### src/rtl/mc_controller.sv
// mc_controller: multicycle MIPS control FSM driving datapath selects and enables
module mc_controller #(
  parameter int STW = 4
) (
  input  logic           clk,
  input  logic           reset,
  input  logic [5:0]     op,
  input  logic [5:0]     funct,
  input  logic           zero,
  output logic           pcen,
  output logic           irwrite,
  output logic           memwrite,
  output logic           regwrite,
  output logic           iord,
  output logic           alusrca,
  output logic [1:0]     alusrcb,
  output logic           memtoreg,
  output logic           regdst,
  output logic [1:0]     pcsrc,
  output logic [2:0]     alucontrol,
  output logic           immext,
  output logic [STW-1:0] state,
  output logic           done
);
  localparam logic [5:0] OP_R = 6'b000000, OP_LW = 6'b100011, OP_SW = 6'b101011,
                         OP_BEQ = 6'b000100, OP_BNE = 6'b000101, OP_ADDI = 6'b001000,
                         OP_ANDI = 6'b001100, OP_ORI = 6'b001101, OP_SLTI = 6'b001010,
                         OP_J = 6'b000010;
  typedef enum logic [3:0] {
    FETCH = 4'd0, DECODE = 4'd1, MEMADR = 4'd2, MEMRD = 4'd3, MEMWB = 4'd4, MEMWR = 4'd5,
    EXECUTE = 4'd6, ALUWB = 4'd7, BRANCH = 4'd8, IEXE = 4'd9, IWB = 4'd10, JUMP = 4'd11
  } state_t;
  state_t cur, nxt;
  logic [2:0] falu, ialu;
  logic fvalid, iimm;
  logic pcen_s, irwrite_s, memwrite_s, regwrite_s, done_s;
  always_ff @(posedge clk) cur <= reset ? FETCH : nxt;
  always_comb begin
    falu = 3'b010;
    fvalid = 1'b1;
    case (funct)
      6'b100000: falu = 3'b010;
      6'b100010: falu = 3'b110;
      6'b100100: falu = 3'b000;
      6'b100101: falu = 3'b001;
      6'b101010: falu = 3'b111;
      default:   fvalid = 1'b0;
    endcase
  end
  always_comb begin
    ialu = 3'b010;
    iimm = 1'b0;
    case (op)
      OP_ANDI: begin ialu = 3'b000; iimm = 1'b1; end
      OP_ORI:  begin ialu = 3'b001; iimm = 1'b1; end
      OP_SLTI: ialu = 3'b111;
      default: ialu = 3'b010;
    endcase
  end
  always_comb begin
    nxt = FETCH;
    {pcen_s, irwrite_s, memwrite_s, regwrite_s, done_s} = '0;
    {iord, alusrca, alusrcb, memtoreg, regdst, pcsrc, alucontrol, immext} = '0;
    case (cur)
      FETCH: begin
        nxt = DECODE;
        alusrcb = 2'b01;
        alucontrol = 3'b010;
        irwrite_s = 1'b1;
        pcen_s = 1'b1;
      end
      DECODE: begin
        alusrcb = 2'b11;
        alucontrol = 3'b010;
        case (op)
          OP_LW, OP_SW:                      nxt = MEMADR;
          OP_R:                              nxt = fvalid ? EXECUTE : FETCH;
          OP_BEQ, OP_BNE:                    nxt = BRANCH;
          OP_ADDI, OP_ANDI, OP_ORI, OP_SLTI: nxt = IEXE;
          OP_J:                              nxt = JUMP;
          default:                           nxt = FETCH;
        endcase
      end
      MEMADR: begin
        nxt = (op == OP_LW) ? MEMRD : MEMWR;
        alusrca = 1'b1;
        alusrcb = 2'b10;
        alucontrol = 3'b010;
      end
      MEMRD: begin
        nxt = MEMWB;
        iord = 1'b1;
      end
      MEMWB: begin
        memtoreg = 1'b1;
        regwrite_s = 1'b1;
        done_s = 1'b1;
      end
      MEMWR: begin
        iord = 1'b1;
        memwrite_s = 1'b1;
        done_s = 1'b1;
      end
      EXECUTE: begin
        nxt = ALUWB;
        alusrca = 1'b1;
        alucontrol = falu;
      end
      ALUWB: begin
        regdst = 1'b1;
        regwrite_s = 1'b1;
        done_s = 1'b1;
      end
      BRANCH: begin
        alusrca = 1'b1;
        alucontrol = 3'b110;
        pcsrc = 2'b01;
        pcen_s = ((op == OP_BEQ) & zero) | ((op == OP_BNE) & ~zero);
        done_s = 1'b1;
      end
      IEXE: begin
        nxt = IWB;
        alusrca = 1'b1;
        alusrcb = 2'b10;
        alucontrol = ialu;
        immext = iimm;
      end
      IWB: begin
        regwrite_s = 1'b1;
        done_s = 1'b1;
      end
      JUMP: begin
        pcsrc = 2'b10;
        pcen_s = 1'b1;
        done_s = 1'b1;
      end
      default: nxt = FETCH;
    endcase
  end
  // Strobes are masked during reset so a half-finished instruction cannot commit
  assign pcen = pcen_s & ~reset;
  assign irwrite = irwrite_s & ~reset;
  assign memwrite = memwrite_s & ~reset;
  assign regwrite = regwrite_s & ~reset;
  assign done = done_s & ~reset;
  assign state = STW'(cur);
endmodule

### config.mk
export PLATFORM = sky130hd
export DESIGN_NAME = mc_controller
export DESIGN_NICKNAME = d
export VERILOG_FILES = /design/src/rtl/mc_controller.sv
export SDC_FILE = /design/constraint.sdc
export NUM_CORES = 1
export LEC_CHECK = 0
export ABC_AREA = 1
export CAP_MARGIN = 20
export CORE_MARGIN = 2
export CORE_UTILIZATION = 38
export CTS_CLUSTER_SIZE = 30
export DETAILED_ROUTE_END_ITERATION = 12
export PLACE_DENSITY = 0.78
export SKIP_CTS_REPAIR_TIMING = 1
export SLEW_MARGIN = 20
export SYNTH_ARGS = -nofsm -noshare
export SYNTH_HDL_FRONTEND = slang
export SYNTH_SLANG_ARGS = --single-unit
### constraint.sdc
create_clock -name clk -period 1.6 [get_ports clk]
set_clock_uncertainty 0.05 [all_clocks]
set_input_delay 0.16 -clock clk [delete_from_list [all_inputs] [get_ports clk]]
set_output_delay 0.16 -clock clk [all_outputs]
set_load 0.005 [all_outputs]
# == After elaboration in Yosys (flattened, before gate mapping) ==
# Cells that the tools add are included.
# totals
ff_bits,4
latchBits,0
ramBits,0
rom_bits,0
output_inout_bits,21
word_cells,71
n_memories,0
# op_classes
add_sub_neg,0
n_mul,0
div_mod_pow,0
magnitude_cmp,0
n_eq_ne,25
n_shift,0
mux,21
n_bitwise,10
n_reduce_logical,14
# op_table
operator,n
$eq 6x6->1 const B,7
$eq 6x4->1 const B,4
$pmux 3 s4,2
$pmux 4 s6,1
$pmux 4 s5,1
$eq 4x3->1 const B,4
$eq 4x4->1 const B,4
$eq 6x3->1 const B,2
$reduce_or 2->1,6
$mux 1,11
$pmux 3 s3,1
$eq 4x2->1 const B,2
$reduce_or 4->1,2
$and 1x1->1,7
$eq 6x2->1 const B,1
$logic_not 6->1,1
$mux 3,2
$pmux 2 s3,1
$reduce_or 3->1,2
$reduce_or 6->1,1
$reduce_or 5->1,1
$eq 4x1->1 const B,1
$logic_not 4->1,1
$pmux 2 s2,1
3 further kinds,4

# == Logic depth before layout (Yosys ltp) ==
# logic_depth
word_depth,6
ltp_mapped,10
ltp_nobuf,10

# == Worst setup path before layout ==
# Ideal clock, no wire load.
# synth_path
path_kind,reg-to-output
startpoint,register cur[3] (netlist: state[3])
endpoint,output port pcen
t_arrival_ns,1.077
required_ns,1.390
path_slack_ns,0.313
path_stages_with_launch,7
n_path_buf,0
path_cell_list,dfxtp_1 -> inv_1 -> nor2_2 -> inv_1 -> nor2_4 -> nand3_1 -> a21oi_1
# synth_between
elab_chain_len,4
# synth_rtl
item,line,rtl
from (decl),33,"state_t cur, nxt;"
from (signal assigned),37,always_ff @(posedge clk) cur <= reset ? FETCH : nxt;
$eq 4x4->1 or $logic_not 4->1 (tied branches),64,case (cur)
$reduce_or 2->1 (no source line),-,
$pmux 1 s2 (*),64,
$and 1x1->1 (*),141,assign pcen = pcen_s & ~reset;
to (decl),10,"output logic pcen,"
# Mark *: on every way between the ends. The rest lies on a longest branch, timed or not.

# == Worst setup path in the final report ==
# layout_path
startpoint,register cur[3] (netlist: state[3])
endpoint,output port alucontrol[1]
# layout_between
elab_chain_len,3
# layout_rtl
item,line,rtl
"$eq 4x1->1, or another cell as far along",64,
$reduce_or 3->1 (no source line),-,
$pmux 3 s4 (*),64,
to (decl),20,"output logic [2:0] alucontrol,"
# Marked as above.

==> impl_metrics.tcl <==
set metrics [dict create \
    status "complete, but fails checks" \
    failed_checks "setup timing" \
    cts.sinks 4 \
    num_antenna_cells 0 \
    cp.arrival_ns 1.39 \
    synthTopCellsByCount "nor2_1, inv_1, nand2_1" \
    setup_tns_ns -0.00187 \
    viasPerCell 5.08 \
    largest_register_ffs 4 \
    holdWs_ns 0.384 \
    hold_viol_final 0 \
    worstMarginPinSlew_ns 0.309 \
    hold_depth 6 \
    grt_max_degree 7 \
    cts_made_buffers 3 \
    fp.dieArea_sq_um 2110 \
    setup_violations 1 \
    routabilityCongestion 0.800 \
    wire_per_inst_um 13.0 \
    clock_tree.buffer_depth 2 \
    path_clk_slew_ns 0.04 \
    yosysTopAreaCellShare_pct 15.2 \
    synth_ff_type "dfxtp_1" \
    synthTopCellsByArea "nor2_1, inv_1, dfxtp_1" \
    final_area_sq_um 1430 \
    detailed_place_hpwl_mm 2.14 \
    cts_root_buf "clkbuf_4" \
    ant_nets 0 \
    start_util_pct 39.6 \
    period_needed_ns 1.60 \
    finalCritPeriodShare_pct 100 \
    grt_first_pass_wirelength_mm 3.81 \
    die_h_um 45.9 \
    synth_area_sq_um 668 \
    yosysWarnings 0 \
    cts_tree "done" \
    fmax_mhz 624 \
    avgSynthCellArea_sq_um 5.35 \
    power.density_nw_per_um2 313 \
    cp-start-kind "register" \
    firstDrtPassIters 4 \
    syn_nets 140 \
    port_buffers 35 \
    first_global_vias 1011 \
    maxCapViolCount 0 \
    synth.most_common_cell "nor2_1" \
    synth-edff-count 0 \
    async_flop_share_pct 0 \
    drc 0 \
    syn2layout_area_growth_pct 114 \
    p_total_mw 0.448 \
    r2r_cells 8 \
    htreeDepth 1 \
    rows 15 \
    grtUsageTotal_pct 24.4 \
    ys_types 24 \
    vias 1108 \
    rsz0062_at_grt "yes" \
    core_area_sq_um 1690 \
    antenna_found_initial 0 \
    critPathKind "reg2out" \
    clock_latency_ns 0.24 \
    path_max_fanout 4 \
    p_leak_nw 0.920 \
    ir_drop_mv 0.395 \
    layout_setup_ws_ns -0.00187 \
    slew_viol_final 0 \
    routed_wl_mm 2.84 \
    slew_headroom_pct 79.4 \
    synthCells 125 \
    drive_above_1_share_pct 40.8 \
    dr.first_iter.drc_count 36 \
    worst_setup_path_end_kind "primary output" \
    placed_cell_area_sq_um 1310 \
    min_path_type "in2reg" \
    ioPinCount 36 \
    synth_top_cell_by_area "nor2_1" \
    crit_required_ns 1.39 \
    final_nets 218 \
    yosys_register_bits 4 \
    seq_area_frac_synth_pct 12.0 \
    fp.dieW_um 45.9 \
    place_ws_ns -0.463 \
    grt.overflow.total 0 \
]
==> critical path, cell delays in order (launching register included) <==
cell and delay, ns:
dfxtp_4 0.35, inv_1 0.09, nor2_2 0.05, buf_4 0.14, nand2_4 0.08, inv_1 0.05
a21oi_1 0.14, o2111ai_1 0.13, clkbuf_2 0.13
==> power by group <==
part	internal [mW]	switching, mW	total (mW)
Sequential	0.101	0.00925	0.110
Combinational	0.109	0.105	0.214
Clock	0.0838	0.0404	0.124
Total	0.294	0.154	0.448
==> routing by layer <==
| metal | global-route usage, % | wire, um |
|---|---|---|
| met1 | 24.8 | 1120 |
| met2 | 49.4 | 1540 |
| met3 | 7.14 | 178 |
| met4 | 1.71 | 0 |
| met5 | 0 | 0 |
==> cells by family after synthesis <==
kind of cell,after synthesis,share of synthesized area (%)
flip-flops,4,12.0
AND/OR/NAND/NOR,76,54.1
AO/OA/AOI/OAI,19,19.3
buffers and inverters,26,14.6
==> final timing paths <==
kind | from | endpoint | slack (ns)
worst max-delay path | state[3] | alucontrol[1] | -0.002
worst min-delay path | op[4] | state[1] | 0.38
worst max register to register | state[1] | state[2] | 0.19
worst min register to register | state[3] | state[3] | 0.58
==> cell usage in the layout, fill, tap and decap left out, types with 2 or more instances in the layout <==
cell / instances
nand2_2: 3
nand2_4: 3
nand3_1: 14
nand4_1: 2
a21oi_1: 7
dlymetal6s2s_1: 16
clkdlybuf4s50_1: 11
nor2_1: 20
o21ai_1: 4
clkbuf_2: 2
nand2_1: 17
dfxtp_4: 3
inv_1: 19
nor2_2: 6
inv_2: 7
clkbuf_4: 3
buf_2: 3
buf_4: 41
nor2_4: 9
==> layout make-up <==
| class | instances | area, sq um |
|---|---|---|
| Clock buffer | 3 | 22.5 |
| Fill cell | 99 | 259 |
| Inverter | 26 | 97.6 |
| Multi-Input combinational cell | 95 | 553 |
| Sequential cell | 4 | 92.6 |
| Tap cell | 17 | 21.3 |
| Timing Repair Buffer | 73 | 643 |
==> through the flow <==
| step | util [%] | std cells |
|---|---|---|
| 6_report | 84.7 | 218 |
| 5_1_grt | 84.7 | 218 |
| 4_1_cts | 78.9 | 216 |
| 3_5_place_dp | 77.6 | 213 |
| 3_3_place_gp | 77.6 | 213 |
| 2_1_floorplan | - | 125 |
No activity file was read; power rests on OpenSTA's default activity.
